File: src/rtl/draw_region_fsm.sv
//------------------------------------------------------------------------------
// draw_region_fsm
//
// Region redraw engine. A start request latches a rectangle (origin rx0/ry0,
// size rw x rh) and a map select. The rectangle is clipped to the visible
// screen. Its background pixels are then fetched from the background ROM in
// raster order, one address per clock. Each ROM result is forwarded to the VGA
// plot port once the ROM read latency has elapsed. After that, the plot port
// can optionally be handed to the sprite drawer so it re-overlays the
// character. done pulses once when everything is finished.
//
// Ports
//   clock, reset      system clock, asynchronous active-high reset
//   start             request, accepted only while idle (level sensitive)
//   gameState         map select, latched on accept, presented on rom_state
//   rx0, ry0, rw, rh  region origin and size, latched on accept
//   char_en           redraw the character after the background
//   rom_state/x/y     background ROM address
//   rom_color         ROM data, valid ROM_LAT cycles after its address
//   char_start        one-cycle kick to the sprite drawer
//   char_done         sprite drawer finished
//   char_plot/x/y/color  sprite drawer plot port, forwarded while it owns VGA
//   vga_plot/x/y/color   plot port toward the frame buffer
//   busy              high whenever not idle
//   done              one-cycle completion pulse
//------------------------------------------------------------------------------
`timescale 1ns/1ps
module draw_region_fsm #(
  parameter int X_W      = 9,
  parameter int Y_W      = 8,
  parameter int SCREEN_W = 320,
  parameter int SCREEN_H = 240,
  parameter int COLOR_W  = 3,
  parameter int STATE_W  = 4,
  parameter int ROM_LAT  = 1
) (
  input  logic               clock,
  input  logic               reset,
  input  logic               start,
  input  logic [STATE_W-1:0] gameState,
  input  logic [X_W-1:0]     rx0,
  input  logic [Y_W-1:0]     ry0,
  input  logic [X_W-1:0]     rw,
  input  logic [Y_W-1:0]     rh,
  input  logic               char_en,
  output logic [STATE_W-1:0] rom_state,
  output logic [X_W-1:0]     rom_x,
  output logic [Y_W-1:0]     rom_y,
  input  logic [COLOR_W-1:0] rom_color,
  output logic               char_start,
  input  logic               char_done,
  input  logic               char_plot,
  input  logic [X_W-1:0]     char_x,
  input  logic [Y_W-1:0]     char_y,
  input  logic [COLOR_W-1:0] char_color,
  output logic               vga_plot,
  output logic [X_W-1:0]     vga_x,
  output logic [Y_W-1:0]     vga_y,
  output logic [COLOR_W-1:0] vga_color,
  output logic               busy,
  output logic               done
);

  // Screen limits widened by one bit so the origin+size sums can be compared
  // against them without wrap-around.
  localparam logic [X_W:0] SCR_W = (X_W+1)'(SCREEN_W);
  localparam logic [Y_W:0] SCR_H = (Y_W+1)'(SCREEN_H);

  typedef enum logic [2:0] {
    IDLE, LATCH, STREAM, DRAIN, CHAR_CHK, CHAR_START, CHAR_WAIT, DONE
  } state_t;

  state_t state;

  // Latched request
  logic [X_W-1:0] req_x0, req_w;
  logic [Y_W-1:0] req_y0, req_h;
  logic           req_char;

  // Clipped inclusive end coordinates and the raster scan counters
  logic [X_W-1:0] x_end, cnt_x;
  logic [Y_W-1:0] y_end, cnt_y;

  //----------------------------------------------------------------------------
  // Clipping, evaluated from the latched request during LATCH
  //----------------------------------------------------------------------------
  logic [X_W:0] x_sum, x_lim;
  logic [Y_W:0] y_sum, y_lim;
  logic         region_empty;

  always_comb begin
    x_sum = {1'b0, req_x0} + {1'b0, req_w};
    y_sum = {1'b0, req_y0} + {1'b0, req_h};
    x_lim = (x_sum > SCR_W) ? SCR_W : x_sum;
    y_lim = (y_sum > SCR_H) ? SCR_H : y_sum;
    // An origin off-screen, or a zero dimension, yields nothing to draw; this
    // also guarantees x_lim/y_lim are non-zero whenever they are used.
    region_empty = (req_w == '0) || (req_h == '0) ||
                   ({1'b0, req_x0} >= SCR_W) || ({1'b0, req_y0} >= SCR_H);
  end

  assign rom_x = cnt_x;
  assign rom_y = cnt_y;

  //----------------------------------------------------------------------------
  // Control FSM
  //----------------------------------------------------------------------------
  logic pipe_busy;

  always_ff @(posedge clock or posedge reset) begin
    if (reset) begin
      state      <= IDLE;
      req_x0     <= '0;
      req_y0     <= '0;
      req_w      <= '0;
      req_h      <= '0;
      req_char   <= 1'b0;
      rom_state  <= '0;
      x_end      <= '0;
      y_end      <= '0;
      cnt_x      <= '0;
      cnt_y      <= '0;
      char_start <= 1'b0;
      busy       <= 1'b0;
      done       <= 1'b0;
    end else begin
      // Pulsed outputs are raised on the transition into their state only.
      char_start <= 1'b0;
      done       <= 1'b0;
      case (state)
        IDLE: begin
          if (start) begin
            req_x0    <= rx0;
            req_y0    <= ry0;
            req_w     <= rw;
            req_h     <= rh;
            req_char  <= char_en;
            rom_state <= gameState;
            busy      <= 1'b1;
            state     <= LATCH;
          end
        end
        LATCH: begin
          x_end <= X_W'(x_lim - 1'b1);
          y_end <= Y_W'(y_lim - 1'b1);
          if (region_empty) begin
            state <= CHAR_CHK;
          end else begin
            cnt_x <= req_x0;
            cnt_y <= req_y0;
            state <= STREAM;
          end
        end
        STREAM: begin
          if (cnt_x == x_end) begin
            cnt_x <= req_x0;
            if (cnt_y == y_end) state <= DRAIN;
            else                cnt_y <= cnt_y + 1'b1;
          end else begin
            cnt_x <= cnt_x + 1'b1;
          end
        end
        DRAIN: begin
          if (!pipe_busy) state <= CHAR_CHK;
        end
        CHAR_CHK: begin
          if (req_char) begin
            char_start <= 1'b1;
            state      <= CHAR_START;
          end else begin
            done  <= 1'b1;
            state <= DONE;
          end
        end
        CHAR_START: state <= CHAR_WAIT;
        CHAR_WAIT: begin
          if (char_done) begin
            done  <= 1'b1;
            state <= DONE;
          end
        end
        DONE: begin
          busy  <= 1'b0;
          state <= IDLE;
        end
        default: state <= IDLE;
      endcase
    end
  end

  //----------------------------------------------------------------------------
  // ROM latency pipeline: an address issued in STREAM reaches stage ROM_LAT
  // in the same cycle as its ROM data, which is then registered onto VGA.
  //----------------------------------------------------------------------------
  logic [ROM_LAT:1]          vld_pipe;
  logic [ROM_LAT:1][X_W-1:0] x_pipe;
  logic [ROM_LAT:1][Y_W-1:0] y_pipe;

  logic               bg_plot;
  logic [X_W-1:0]     bg_x;
  logic [Y_W-1:0]     bg_y;
  logic [COLOR_W-1:0] bg_color;

  assign pipe_busy = |vld_pipe;

  always_ff @(posedge clock or posedge reset) begin
    if (reset) begin
      vld_pipe <= '0;
      x_pipe   <= '0;
      y_pipe   <= '0;
      bg_plot  <= 1'b0;
      bg_x     <= '0;
      bg_y     <= '0;
      bg_color <= '0;
    end else begin
      vld_pipe[1] <= (state == STREAM);
      x_pipe[1]   <= cnt_x;
      y_pipe[1]   <= cnt_y;
      for (int i = 2; i <= ROM_LAT; i++) begin
        vld_pipe[i] <= vld_pipe[i-1];
        x_pipe[i]   <= x_pipe[i-1];
        y_pipe[i]   <= y_pipe[i-1];
      end
      // Idle cycles drive zeros so the plot port is quiet between pixels.
      bg_plot  <= vld_pipe[ROM_LAT];
      bg_x     <= vld_pipe[ROM_LAT] ? x_pipe[ROM_LAT] : '0;
      bg_y     <= vld_pipe[ROM_LAT] ? y_pipe[ROM_LAT] : '0;
      bg_color <= vld_pipe[ROM_LAT] ? rom_color : '0;
    end
  end

  //----------------------------------------------------------------------------
  // Plot port ownership: the sprite drawer owns VGA only in CHAR_WAIT. The
  // background registers are idle (zero) by then since DRAIN emptied them.
  //----------------------------------------------------------------------------
  always_comb begin
    vga_plot  = bg_plot;
    vga_x     = bg_x;
    vga_y     = bg_y;
    vga_color = bg_color;
    if (state == CHAR_WAIT) begin
      vga_plot  = char_plot;
      vga_x     = char_x;
      vga_y     = char_y;
      vga_color = char_color;
    end
  end

endmodule

File: config.mk
export PLATFORM = sky130hd
export DESIGN_NAME = draw_region_fsm
export DESIGN_NICKNAME = d
export VERILOG_FILES = /design/src/rtl/draw_region_fsm.sv
export SDC_FILE = /design/constraint.sdc
export NUM_CORES = 1
export LEC_CHECK = 0
export BUFFER_PORTS_ARGS = -buffer_cell sky130_fd_sc_hd__buf_2
export CAP_MARGIN = 10
export CORE_ASPECT_RATIO = 0.9
export CORE_UTILIZATION = 58
export CTS_BUF_LIST = sky130_fd_sc_hd__clkbuf_4
export DETAILED_ROUTE_END_ITERATION = 10
export GPL_TIMING_DRIVEN = 0
export PLACE_DENSITY = 0.8
export SETUP_SLACK_MARGIN = 0.05
export SYNTH_ARGS = -nofsm -noshare
export SYNTH_HDL_FRONTEND = slang
export SYNTH_SLANG_ARGS = --single-unit
File: constraint.sdc
create_clock -name clock -period 3.6 [get_ports clock]
set_clock_uncertainty 0.15 [all_clocks]
set_input_delay 0 -clock clock [delete_from_list [all_inputs] [get_ports clock]]
set_output_delay 0 -clock clock [all_outputs]
set_load 0.01 [all_outputs]
==> results.txt <==
* Final period util: a little over nine tenths
* Proportion of total power due to net switching: 47.3%
- Tmin final: between 3 and 4 ns
- Part of the power in the clock network: 10.5%
* Worst Path Arrival: around 3.7 ns
- Family with the most delay on the worst path: compound AO/OA/AOI/OAI gates
* Most frequent standard cell in the layout excluding fill and tap cells: sky130_fd_sc_hd__buf_2
* Actual slew at the worst max-slew pin: 0.864 ns
* Chip Height: 101 um
* Cell area after layout: 8030 um^2
* Antenna Violating Nets Remaining: 0
- Standby leakage power: around 3.6 nW
* Max-cap violation count: 0
* Clock input transition at the sequential cells of the worst setup and hold paths: 0.13 ns
- Maximum number of pins on one net before global-route repair: 79
- Combinational logic burns 61.7% of the power.
* Initial standard-cell utilization of the core: 60.8%
- The detailed router finished its first iteration with 223 violations.
- Via count of the first global-routing pass: 5369
- The largest single stage delay on the critical path is 0.43 ns.
* Series of cell instances along the critical path: ha_2 -> inv_1 -> fa_2 -> nand2b_4 -> a2111oi_4 -> a211oi_4 -> a31oi_4 -> o21ai_4 -> nand2b_1 -> ha_2 -> nand2b_1 -> nor3_2 -> xnor2_1 -> a31oi_1
- The worst setup path is captured at a register.
* Number of standard-cell rows in the floorplan: 35
- Power per standard cell area: ~1100 nW/um^2
* Net switching power figure: 4.30 mW
* Peak ir drop on the vdd network: 0.747 mV
* Outcome: completed
- Of all nets on the critical path, the largest fanout is 9.
- Summing all placed instances gives a cell area of 7110 um^2.
- Summed over all layers, the routed wires come to 16.4 mm.
- The synthesized design contains about 120 register bits.
- Global routing finished with a remaining overflow of 0.
- The internal portion of the total power is 4.78 mW.
* Combined global-route utilization of all metal layers: ~30%
- The synthesized netlist occupies a cell area of 6370 um^2.
- In the final timing run, aggregate negative setup slack is 0 ns.
- Of the cells placed in the final design, the portion with a size suffix greater than 1 is about a third.
* Netlist cell types: about 70
- The worst setup path is launched from a register.
* CTS H-Tree Depth: 4
- Total of warnings raised by yosys: 0
- Synthesis produced a netlist with a net count of a little under 700.
- Wire length per cell: ~18 um
- Remaining design rule violation count: 0
- Rel. slew slack: 42.2%
- Area Overhead vs Synth: 26.1%
- DP Wirelength: 10.8 mm
- Total Nets Final: 873
- Asr flop ratio synth: between 90% and 100%
- The first global-routing pass estimated 25.9 mm of wire.
- The routed layout has 5402 vias.
- The hold violation count in the final report is 0.
* Area of the die: 11400 um^2
- In this run the worst hold path is classified as primary input to register.
- The most used flip-flop cell after synthesis is sky130_fd_sc_hd__dfrtp_1.
* Required time reported for the critical path endpoint: 3.86 ns
* Top library cells by usage in the layout, fill and taps aside: sky130_fd_sc_hd__buf_2, sky130_fd_sc_hd__dfrtp_1, sky130_fd_sc_hd__mux2_2
- Vias per cell: 5.84
* Initial antenna violation count: 0
- Chip Width: 112 um
- Worst Setup Path Type: register to register
- The synthesized design contains 0 enable-type register cells.
* Boundary Pins: 112
* Worst-skew pair later-pin latency: roughly 0.54 ns
* Number of port buffers: ~110
- Sequential power share: 27.8%
- Total CTS buffers: 17
* Slowest library cell on the worst path: sky130_fd_sc_hd__a2111oi_4
- Sequential share of the synthesized area: 46.4%
- In the synthesized netlist, the number of instances is ~600.
* Count of pins over their slew limit: 0
* Fmax: 289 MHz
- TritonCTS built the clock tree.
- Setup Viol. Count Final: 0
- Maximum number of buffers from clock root to sink: 2
- Root Buffer: sky130_fd_sc_hd__clkbuf_4
- Worst Path Buf+Inv: 1
- Total core area: 10500 um^2
* DR pass1 iterations: 4
- # diodes: 0
- At the end of routability-driven placement, the weighted congestion stood at 0.846.
- Counting every sink on the clock net gives 118.
- Synthesized area divided by synthesized cell count: 10.7 um^2
-- cell usage after synthesis (3+ instances only) --
cell type / number / area share [%]
sky130_fd_sc_hd__and2_1: 23 / 2.3
sky130_fd_sc_hd__nand4_1: 4 / 0.39
sky130_fd_sc_hd__buf_2: 10 / 0.79
sky130_fd_sc_hd__dfrtp_1: 118 / 46
sky130_fd_sc_hd__nand2b_1: 9 / 0.88
sky130_fd_sc_hd__mux2_2: 56 / 9.9
sky130_fd_sc_hd__a221o_1: 5 / 0.79
sky130_fd_sc_hd__inv_1: 15 / 0.88
sky130_fd_sc_hd__ha_1: 21 / 4.1
sky130_fd_sc_hd__o21ai_1: 3 / 0.24
sky130_fd_sc_hd__xor2_1: 14 / 1.9
sky130_fd_sc_hd__xnor2_1: 16 / 2.2
sky130_fd_sc_hd__nor3b_1: 8 / 0.94
sky130_fd_sc_hd__mux2i_1: 3 / 0.47
sky130_fd_sc_hd__nor4_1: 5 / 0.49
sky130_fd_sc_hd__nor3_1: 10 / 0.79
sky130_fd_sc_hd__and3_1: 5 / 0.49
sky130_fd_sc_hd__a211oi_1: 3 / 0.35
sky130_fd_sc_hd__nor2b_1: 4 / 0.39
sky130_fd_sc_hd__a21o_1: 6 / 0.71
sky130_fd_sc_hd__nand2_1: 38 / 2.2
sky130_fd_sc_hd__or3_1: 3 / 0.29
sky130_fd_sc_hd__nor2_1: 37 / 2.2
sky130_fd_sc_hd__o22ai_1: 5 / 0.49
sky130_fd_sc_hd__o21ai_0: 34 / 2.7
sky130_fd_sc_hd__a31oi_1: 13 / 1.3
sky130_fd_sc_hd__a21oi_1: 30 / 2.4
sky130_fd_sc_hd__o211ai_1: 6 / 0.71
sky130_fd_sc_hd__or2_2: 3 / 0.29
sky130_fd_sc_hd__nand3_1: 20 / 1.6
sky130_fd_sc_hd__o21a_1: 8 / 0.94
sky130_fd_sc_hd__clkbuf_1: 13 / 0.77
-- layer usage --
layer	track usage, %	up-vias	routed length, um	share of wire (%)
met2	51.7	225	8090	49
met5	0	-	0	0
met4	11.9	0	341	2.1
met1	36.6	2591	6970	42
li1	-	2548	-	-
met3	7.24	38	1020	6.2
-- layout make-up --
type                       instances  area [um^2]
fill                             670         2440
sequential                       118         2950
tap                              129          161
clock buffer                      18          135
timing repair buffer             168         1130
buffer                            24          106
multi-input combinational        438         3340
clock inverter                    14          141
inverter                          16         62.6
-- state kept, by name, indices dropped and copies added, names as in the netlist, 3 cells and up --
signal     flops
bg_color       3
bg_x           9
bg_y           8
req_h          8
req_w          9
req_x0         9
req_y0         8
rom_state      4
rom_x          9
rom_y          8
state          3
x_end          9
x_pipe         9
y_end          8
y_pipe         8
-- path summary, 6_finish.rpt --
| path | start | to | slack, ns | depth (start not counted) |
|---|---|---|---|---|
| setup / recovery | req_x0[0]$_DFFE_PP0P_ | x_end[8]$_DFFE_PP0P_ | 0.14 | 14 |
| hold / removal | rom_color[2] | bg_color[2]$_DFF_PP0_ | 0.07 | 3 |
| setup reg to reg | req_x0[0]$_DFFE_PP0P_ | x_end[8]$_DFFE_PP0P_ | 0.14 | 14 |
| hold reg to reg | rom_y[3]$_DFFE_PP0P_ | y_pipe[3]$_DFF_PP0_ | 0.27 | 0 |
| max in group asynchronous | reset | req_x0[0]$_DFFE_PP0P_ | 2.05 | 5 |
| min in group asynchronous | reset | x_end[2]$_DFFE_PP0P_ | 0.48 | 4 |
-- worst reg2reg max path, cell delays in order, from the launching register on --
cell and delay (ns):
sky130_fd_sc_hd__dfrtp_2 0.42, sky130_fd_sc_hd__ha_2 0.22, sky130_fd_sc_hd__inv_1 0.07, sky130_fd_sc_hd__fa_2 0.39, sky130_fd_sc_hd__nand2b_4 0.21, sky130_fd_sc_hd__a2111oi_4 0.43
sky130_fd_sc_hd__a211oi_4 0.12, sky130_fd_sc_hd__a31oi_4 0.20, sky130_fd_sc_hd__o21ai_4 0.13, sky130_fd_sc_hd__nand2b_1 0.12, sky130_fd_sc_hd__ha_2 0.25, sky130_fd_sc_hd__nand2b_1 0.13
sky130_fd_sc_hd__nor3_2 0.22, sky130_fd_sc_hd__xnor2_1 0.18, sky130_fd_sc_hd__a31oi_1 0.11
-- power groups by stage --
stage               clock, mW  combinational, mW  sequential [mW]
global placement            0               4.82             2.51
floorplan                   0               3.88             2.38
detailed placement          0               5.01             2.54
global route             1.03               6.08             2.59
finish                  0.953               5.60             2.52
CTS                     0.948               5.23             2.51
-- cell families after synthesis --
logic type               share of synthesized area [%]
AO/OA/AOI/OAI                                     17.0
AND/OR/NAND/NOR                                   14.8
flip-flops                                        46.4
XOR/XNOR                                          4.13
multiplexers                                      10.4
adder cells (fa/ha/maj)                           4.76
buffers and inverters                             2.61
-- timing repair --
| item | in CTS | in global routing |
|---|---|---|
| setup buffers | 1 | 6 |
| hold endpoints to repair | 165 | 0 |
| endpoints found under the setup margin | 5 | 6 |
| pin swaps | 1 | 4 |
| hold buffers | 49 | 0 |
| resized for setup | 7 | 11 |
-- per-stage QoR --
stage	utilization [%]	total power, mW	hold WS [ns]	worst slack, ns	std cells
final	76.7	9.08	0.0735	0.135	925
after global placement	67.7	7.34	0.0619	-0.719	836
after global routing	76.7	9.69	0.0380	-0.0350	925
after CTS	75.7	8.69	0.0436	0.0560	919
after floorplan	-	6.26	-0.0332	0.321	596
after detailed placement	68.0	7.55	-0.0749	-0.146	837
Power figures use the tool's default switching activity.
